<file path="config.mk">
export PLATFORM = sky130hd
export DESIGN_NAME = pc_gen
export DESIGN_NICKNAME = d
export VERILOG_FILES = /design/src/rtl/pc_gen.sv
export SDC_FILE = /design/constraint.sdc
export NUM_CORES = 1
export LEC_CHECK = 0
export BUFFER_PORTS_ARGS = -buffer_cell sky130_fd_sc_hd__buf_2
export CAP_MARGIN = 20
export CELL_PAD_IN_SITES_DETAIL_PLACEMENT = 1
export CELL_PAD_IN_SITES_GLOBAL_PLACEMENT = 1
export CORE_AREA = 3 3 130 132
export DETAILED_ROUTE_END_ITERATION = 8
export DIE_AREA = 0 0 133 135
export GPL_TIMING_DRIVEN = 1
export HOLD_SLACK_MARGIN = 0.12
export PLACE_DENSITY = 0.74
export SYNTH_ARGS = -nofsm -noshare
export SYNTH_HDL_FRONTEND = slang
export SYNTH_SLANG_ARGS = --single-unit
</file>
<file path="constraint.sdc">
create_clock -name clk -period 3.2 [get_ports clk]
set_input_delay 0.64 -clock clk [delete_from_list [all_inputs] [get_ports clk]]
set_output_delay 0.64 -clock clk [all_outputs]
set_load 0.05 [all_outputs]
</file>
<file path="src/rtl/pc_gen.sv">
// Fetch-stage program counter: prioritised redirects, sequential +4 advance on
// fetch handshake, halt control and a sticky fault that vectors to TRAP_VEC.
module pc_gen #(
    parameter int unsigned     XLEN       = 32,
    parameter logic [XLEN-1:0] BOOT_ADDR  = 32'h0000_0000,
    parameter int unsigned     IMEM_BYTES = 4096,
    parameter logic [XLEN-1:0] TRAP_VEC   = 32'h0000_0100,
    parameter int unsigned     NUM_REDIR  = 3
) (
    input  logic                      clk,
    input  logic                      rst,
    output logic                      fetch_valid,
    input  logic                      fetch_ready,
    output logic [XLEN-1:0]           pc_addr,
    input  logic [NUM_REDIR-1:0]      redir_valid,
    input  logic [NUM_REDIR*XLEN-1:0] redir_addr,
    input  logic                      halt_req,
    input  logic                      fault_clr,
    output logic                      fault,
    output logic [1:0]                fault_cause,
    output logic [XLEN-1:0]           fault_addr
);

    typedef enum logic [1:0] {
        ST_BOOT  = 2'd0,
        ST_RUN   = 2'd1,
        ST_HALT  = 2'd2,
        ST_FAULT = 2'd3
    } state_t;

    localparam logic [1:0] CAUSE_NONE    = 2'd0;
    localparam logic [1:0] CAUSE_MISALIGN = 2'd1;
    localparam logic [1:0] CAUSE_RANGE   = 2'd2;
    localparam logic [1:0] CAUSE_OVERRUN = 2'd3;

    // One extra bit so the upper bound cannot wrap at the top of the address space.
    localparam logic [XLEN:0] MEM_LO = {1'b0, BOOT_ADDR};
    localparam logic [XLEN:0] MEM_HI = MEM_LO + (XLEN+1)'(IMEM_BYTES);

    function automatic logic [1:0] target_cause(input logic [XLEN-1:0] a);
        if (a[1:0] != 2'b00) begin
            return CAUSE_MISALIGN;
        end
        if (({1'b0, a} < MEM_LO) || ({1'b0, a} >= MEM_HI)) begin
            return CAUSE_RANGE;
        end
        return CAUSE_NONE;
    endfunction

    state_t          state_q, state_d;
    logic [XLEN-1:0] pc_q, pc_d;
    logic            fault_q, fault_d;
    logic [1:0]      cause_q, cause_d;
    logic [XLEN-1:0] faddr_q, faddr_d;

    logic            sel_hit;
    logic [XLEN-1:0] sel_addr;
    logic [1:0]      sel_cause;
    logic [XLEN:0]   seq_next;
    logic            take_fault;
    logic [1:0]      new_cause;
    logic [XLEN-1:0] bad_addr;

    // Scan from the top so the lowest-index asserted channel is the one kept.
    always_comb begin
        sel_hit  = 1'b0;
        sel_addr = '0;
        for (int i = NUM_REDIR - 1; i >= 0; i--) begin
            if (redir_valid[i]) begin
                sel_hit  = 1'b1;
                sel_addr = redir_addr[i*XLEN +: XLEN];
            end
        end
    end

    assign sel_cause = target_cause(sel_addr);
    assign seq_next  = {1'b0, pc_q} + (XLEN+1)'(4);

    always_comb begin
        state_d    = state_q;
        pc_d       = pc_q;
        fault_d    = fault_q;
        cause_d    = cause_q;
        faddr_d    = faddr_q;
        take_fault = 1'b0;
        new_cause  = CAUSE_NONE;
        bad_addr   = '0;

        case (state_q)
            ST_BOOT: begin
                state_d = halt_req ? ST_HALT : ST_RUN;
            end
            ST_RUN: begin
                if (sel_hit) begin
                    if (sel_cause != CAUSE_NONE) begin
                        take_fault = 1'b1;
                        new_cause  = sel_cause;
                        bad_addr   = sel_addr;
                    end else begin
                        pc_d = sel_addr;
                    end
                end else if (fetch_ready) begin
                    if (seq_next < MEM_HI) begin
                        pc_d = seq_next[XLEN-1:0];
                    end else begin
                        take_fault = 1'b1;
                        new_cause  = CAUSE_OVERRUN;
                        bad_addr   = seq_next[XLEN-1:0];
                    end
                end
                if (halt_req) begin
                    state_d = ST_HALT;
                end
            end
            ST_HALT: begin
                if (sel_hit) begin
                    if (sel_cause != CAUSE_NONE) begin
                        take_fault = 1'b1;
                        new_cause  = sel_cause;
                        bad_addr   = sel_addr;
                    end else begin
                        pc_d = sel_addr;
                    end
                end
                if (!halt_req) begin
                    state_d = ST_RUN;
                end
            end
            ST_FAULT: begin
                if (fault_clr) begin
                    state_d = halt_req ? ST_HALT : ST_RUN;
                    fault_d = 1'b0;
                    cause_d = CAUSE_NONE;
                end
            end
            default: begin
                state_d = ST_BOOT;
            end
        endcase

        // A fault overrides any halt/run decision made above.
        if (take_fault) begin
            state_d = ST_FAULT;
            pc_d    = TRAP_VEC;
            fault_d = 1'b1;
            cause_d = new_cause;
            faddr_d = bad_addr;
        end
    end

    always_ff @(posedge clk or posedge rst) begin
        if (rst) begin
            state_q <= ST_BOOT;
            pc_q    <= BOOT_ADDR;
            fault_q <= 1'b0;
            cause_q <= CAUSE_NONE;
            faddr_q <= '0;
        end else begin
            state_q <= state_d;
            pc_q    <= pc_d;
            fault_q <= fault_d;
            cause_q <= cause_d;
            faddr_q <= faddr_d;
        end
    end

    assign fetch_valid = (state_q == ST_RUN);
    assign pc_addr     = pc_q;
    assign fault       = fault_q;
    assign fault_cause = cause_q;
    assign fault_addr  = faddr_q;

endmodule
</file>
==> results.yml, run 1 <==
global_routing:
  antenna_found_initial: 1
  grt_pass1_wl_um: 35700
  grt_max_degree: 70
  overflow: 0
  grt_usage_pct: 25.1
  grt_pass1_vias: 6475
synthesis:
  synthCells: 646
  synth-main-ff-cell: "dfrtp_1"
  synth-simple-area-share_pct: 25.2
  synth_fa_ha_area_share_pct: 0.970
  synth_compound_area_share_pct: 29.3
  yosysWarnings: 0
  syn_nets: 754
  synth_top_family_by_area: "compound AO/OA/AOI/OAI gates"
  synth_mux_area_share_pct: 1.26
  synth_xor_area_share_pct: 3.06
  synth_cell_types: 62
  ys_seq_area_share_pct: 33.5
  synthArstFlopShare_pct: 100
  syn-mean-instance-area_um2: 7.99
  synth_area_um2: 5160
  synth_edf_count: 0
  ys_ff_latch: 69
clocking:
  path_clk_slew_ns: 0.06
  cts_root_buf: "clkbuf_16"
  clock-sinks: 69
  worstSkewPairLatency_ns: 0.35
  cts_tree: "built"
  clk_path_buf_depth: 2
  htreeDepth: 3
  numCtsBuffers: 9
timing:
  slew-limit-headroom_pct: 61.5
  finClkSkew_ns: 0.00681
  timing.fmax_mhz: 328
  min_period_ns: 3.05
  hold_violations: 0
  setup_violations: 0
  drv_slew: 0
  postLayoutSetupSlackWorst_ns: 0.152
  tightest_slew_ns: 0.576
  finalCritPeriodShare_pct: 95.3
  rsz0062_at_grt: "true"
power:
  ir_drop_uv: 762
  p_per_area_nw_per_um2: 758
  leakagePower_nw: 3.32
floorplanning:
  core_area_um2: 15800
  ios: 172
  start_util_pct: 32.6
  die_x_um: 133
  rows: 46
  die_y_um: 135
  dieArea_um2: 18000
placement:
  port_buffers: 171
  place_ws_ns: -0.267
  globalplace.congestion: 0.939
  place_inst: 1074
  dp_hpwl_um: 17600
final_layout:
  final_cell_mix: "buf_2, buf_4, a21oi_1"
  drive_above_1_share_pct: 39.6
  fin_util_pct: 46.3
  final_cells: 1101
  layout_commonest_cell: "buf_2"
  area.growth.synth_to_final_pct: 42.1
  nets: 987
detailed_routing:
  vias: 6243
  ant_nets: 0
  vias_per_cell: 5.67
  drt-pass1-iter-count: 4
  drc_errors: 0
  drt_iter0_markers: 509
  wl_um: 23100
  wire_per_inst_um: 21.0
job:
  maxCapViolCount: 0
worst_setup_path:
  startpoint_type: "register"
  required_ns: 3.48
  arrival_ns: 3.33
  endpoint_kind: "register"
  path_max_fanout: 11
  path_class: "register to register"
min_path:
  min_path_type: "input pin to async pin"
run_status:
  outcome: "finished, final reports clean"
## synthesized netlist by cell type, types with 4 or more instances
| master | instances | area share, % |
|---|---|---|
| dfrtp_1 | 69 | 33 |
| a21oi_1 | 66 | 6.4 |
| nor2_1 | 48 | 3.5 |
| nand2_1 | 40 | 2.9 |
| o21ai_0 | 38 | 3.7 |
| clkbuf_1 | 36 | 2.6 |
| nor3_1 | 26 | 2.5 |
| inv_1 | 22 | 1.6 |
| nand3_1 | 22 | 2.1 |
| nand3b_1 | 20 | 2.9 |
| a2bb2oi_1 | 16 | 2.7 |
| buf_2 | 15 | 1.5 |
| nand4_1 | 14 | 1.7 |
| o22a_1 | 14 | 2.4 |
| and3_1 | 13 | 1.6 |
| o21a_1 | 11 | 1.6 |
| a22oi_1 | 10 | 1.5 |
| a31oi_1 | 10 | 1.2 |
| xnor2_1 | 10 | 1.7 |
| a21o_1 | 8 | 1.2 |
| nor2b_1 | 8 | 0.97 |
| nor4_1 | 8 | 0.97 |
| o211ai_1 | 8 | 1.2 |
| o31ai_1 | 8 | 1.2 |
| xor2_1 | 8 | 1.4 |
| a221o_1 | 7 | 1.4 |
| nand2b_1 | 7 | 0.85 |
| or3_1 | 7 | 0.85 |
| and2_1 | 6 | 0.73 |
| and4_1 | 6 | 1.0 |
| o2bb2ai_1 | 5 | 0.85 |
| buf_1 | 4 | 0.29 |
| buf_4 | 4 | 0.58 |
| ha_1 | 4 | 0.97 |
| mux2_2 | 4 | 0.87 |
| o22ai_1 | 4 | 0.49 |
| or2_2 | 4 | 0.49 |
## timing repair
action                                  CTS  global route
buffers inserted                          0            10
hold buffers                              0             0
pin swaps                                 0             5
endpoints found under the setup margin   60            41
gates resized for setup                   7            21
## final timing paths
path | startpoint | endpoint | slack, ns | cells after the start
hold reg to reg | fault_addr[0] | fault_addr[0] | 0.49 | 1
min in group clk | fault_addr[0] | fault_addr[0] | 0.49 | 1
hold / removal | rst | pc_addr[25] | 0.38 | 3
max in group asynchronous | rst | pc_addr[9] | 2.49 | 3
setup reg to reg | pc_addr[2] | fault_addr[23] | 0.15 | 13
setup / recovery | pc_addr[2] | fault_addr[23] | 0.15 | 13
## sequential cells by signal, summed over array words and instances, names as in the netlist
signal / cells
fault_cause: 2
pc_addr: 32
state_q: 2
fault_addr: 32
fault: 1
## where the power goes
group / switching (mW) / leakage, nW / internal [mW]
logic: 2.16 / 2.35 / 1.11
clock network: 0.402 / 0.138 / 0.563
registers: 0.176 / 0.836 / 1.14
total: 2.74 / 3.32 / 2.82
## area by class of cell
| cell class | instances | area [um2] |
|---|---|---|
| well taps | 216 | 270 |
| clock inverters | 4 | 22.5 |
| flip-flops and latches | 69 | 1750 |
| multi-input cells | 495 | 3200 |
| clock buffers | 12 | 256 |
| fillers | 1959 | 8500 |
| diodes | 1 | 2.50 |
| repair buffers | 282 | 1740 |
| inverters | 22 | 86.3 |
## per-layer routing
metal	GRT usage (%)	vias up	routed length, um
met4	7.51	0	555
li1	-	2865	-
met1	31.5	3111	9710
met3	4.81	38	1330
met5	0	-	0
met2	43.9	229	11500
## worst max-delay path, cell delays in order (launching register included)
cell and delay, ns:
dfrtp_2 0.43, ha_4 0.16, and3_2 0.24, nand4_1 0.14, buf_4 0.12, buf_4 0.09, o21ai_0 0.06, a211o_1 0.33
nor4_4 0.39, nand2_2 0.15, a32o_2 0.28, buf_4 0.18, a31oi_1 0.22, o22a_1 0.18
## metrics by stage
stage	hold slack [ns]	TNS (ns)	instance area, um2	power, mW
after CTS	0.392	0	7170	5.48
after global routing	0.405	-0.0269	7330	5.85
after detailed placement	0.472	-5.14	6860	4.46
after floorplan	0.551	0	5190	3.41
final	0.378	0	7330	5.56
after global placement	0.459	-1.76	6860	4.34
## logic make-up after synthesis
family | Yosys count
multiplexers | 6
XOR/XNOR | 18
AO/OA/AOI/OAI | 226
adder cells (fa/ha/maj) | 4
buffers and inverters | 82
flip-flops | 69
AND/OR/NAND/NOR | 241
No activity file was read; power rests on OpenSTA's default activity.
==> run 2, diff against run 1 <==
Settings changed: BUFFER_PORTS_ARGS -buffer_cell sky130_fd_sc_hd__buf_2 to unset, CORE_AREA 3 3 130 132 to 3 3 115 117, DIE_AREA 0 0 133 135 to 0 0 118 120, DONT_BUFFER_PORTS set to 1, PLACE_DENSITY 0.74 to 0.75.
==> run 2 against run 1 <==
  * Core utilization is 3.7 points higher
  * Fmax fell by 1.2%
  * Critical path depth decreased by 3
  * Sequential cell count stayed put
  * Total power is 6.3% lower
  * Combinational power shrank 37%
  * Critical endpoint is now pc_addr[8]
  * Largest power group is now sequential cells
==> results.yml, run 2 (synthesis gave the netlist of run 1 again) <==
run_status:
  outcome: "finished, final reports clean"
timing:
  drv_slew: 0
  setup_violations: 0
  postLayoutSetupSlackWorst_ns: 0.114
  fin_tns_setup_ns: 0
  min_period_ns: 3.09
  finalCritPeriodShare_pct: 96.4
  rsz0062_at_grt: "false"
  hold_violations: 0
  finClkSkew_ns: 0.00829
  timing.fmax_mhz: 324
  slew-limit-headroom_pct: 46.2
  tightest_slew_ns: 0.806
power:
  total_power_mw: 5.21
  leakagePower_nw: 2.54
  p_per_area_nw_per_um2: 835
  ir_drop_uv: 581
detailed_routing:
  drt-pass1-iter-count: 5
  vias: 5609
  drc_errors: 0
  wl_um: 21100
  wire_per_inst_um: 24.4
  vias_per_cell: 6.48
  drt_iter0_markers: 542
  ant_nets: 0
global_routing:
  antenna_found_initial: 0
  grt_pass1_wl_um: 33100
  overflow: 0
  grt_usage_pct: 29.6
  grt_max_degree: 56
  grt_pass1_vias: 5723
worst_setup_path:
  endpoint_kind: "register"
  path_max_fanout: 6
  path_class: "register to register"
  required_ns: 3.42
  startpoint_type: "register"
  arrival_ns: 3.31
clocking:
  htreeDepth: 3
  worstSkewPairLatency_ns: 0.35
  holdBufCountCts: 0
  cts_root_buf: "clkbuf_16"
  cts_tree: "built"
  numCtsBuffers: 9
  clock-sinks: 69
  path_clk_slew_ns: 0.05
  clk_path_buf_depth: 2
floorplanning:
  die_x_um: 118
  core_area_um2: 12500
  dieArea_um2: 14200
  start_util_pct: 41.4
  rows: 41
  ios: 172
  die_y_um: 120
min_path:
  min_path_type: "input pin to async pin"
final_layout:
  area.growth.synth_to_final_pct: 21.0
  n_antenna_cell: 0
  drive_above_1_share_pct: 21.9
  final_cell_mix: "buf_4, a21oi_1, dfrtp_1"
  layout_commonest_cell: "buf_4"
  fill_cells: 1516
  nets: 797
job:
  maxCapViolCount: 0
placement:
  dp_hpwl_um: 16100
  place_ws_ns: -0.213
  globalplace.congestion: 0.942
  port_buffers: 0
-- run 2: cell types whose count changed in the layout (fill, tap and decap cells not counted), moves of 2 or more --
cell | before | now
nand3_2 | 2 | 0
buf_2 | 171 | 0
clkinvlp_4 | 2 | 0
buf_4 | 105 | 87
nand3_1 | 19 | 22
a21oi_4 | 2 | 0
-- run 2: worst max-delay path: stages (launching register included) --
cell      delay, ns
dfrtp_2        0.42
ha_4           0.14
and3_2         0.26
nand3_1        0.14
or3_4          0.42
o311ai_1       0.28
and4b_2        0.30
nand2_2        0.10
a41o_2         0.31
or2_4          0.24
o32a_1         0.34
-- run 2: power breakdown --
part / leakage (nW) / internal (mW) / switching, mW
sequential: 0.838 / 1.12 / 0.978
clock: 0.158 / 0.663 / 0.392
combinational: 1.55 / 0.848 / 1.21
-- run 2: per-layer routing --
metal  global-route usage [%]  vias to the layer above  wire [um]
met3                     7.21                       34       1700
li1                         -                     2482          -
met2                     49.1                      260      10400
met1                     38.7                     2833       8620
met5                        0                        -          0
met4                     8.21                        0        369
-- run 2: worst paths after layout --
path / end / cells after the start / from / slack, ns
hold / removal: pc_addr[29] / 1 / rst / 0.33
setup reg to reg: pc_addr[8] / 10 / pc_addr[2] / 0.11
hold reg to reg: pc_addr[3] / 1 / pc_addr[3] / 0.59
setup / recovery: pc_addr[8] / 10 / pc_addr[2] / 0.11
min in group clk: state_q[0] / 3 / halt_req / 0.51
max in group asynchronous: pc_addr[11] / 2 / rst / 2.15
-- run 2: what timing repair did --
| action | in CTS | in global routing |
|---|---|---|
| setup endpoints to repair | 23 | 53 |
| pin swaps | 0 | 4 |
| buffers inserted | 0 | 4 |
| cloned | 0 | 0 |
| gates resized for setup | 2 | 13 |
-- run 2: stage by stage --
| stage | util (%) | hold WS [ns] | cell area (um2) | instances |
|---|---|---|---|---|
| after floorplan | - | 0.551 | 5190 | 646 |
| after global placement | 46.9 | 0.571 | 5850 | 846 |
| after detailed placement | 46.9 | 0.584 | 5850 | 846 |
| after CTS | 49.5 | 0.344 | 6170 | 862 |
| after global routing | 50.1 | 0.375 | 6240 | 866 |
| final | 50.1 | 0.332 | 6240 | 866 |
-- run 2: layout make-up --
class	count	area (um2)	area share (%)
Timing Repair Buffer	92	744	11.9
Tap cell	172	215	3.45
Multi-Input combinational cell	495	3140	50.3
Sequential cell	69	1750	28.0
Inverter	22	82.6	1.32
Clock inverter	4	45.0	0.722
Clock buffer	12	267	4.27
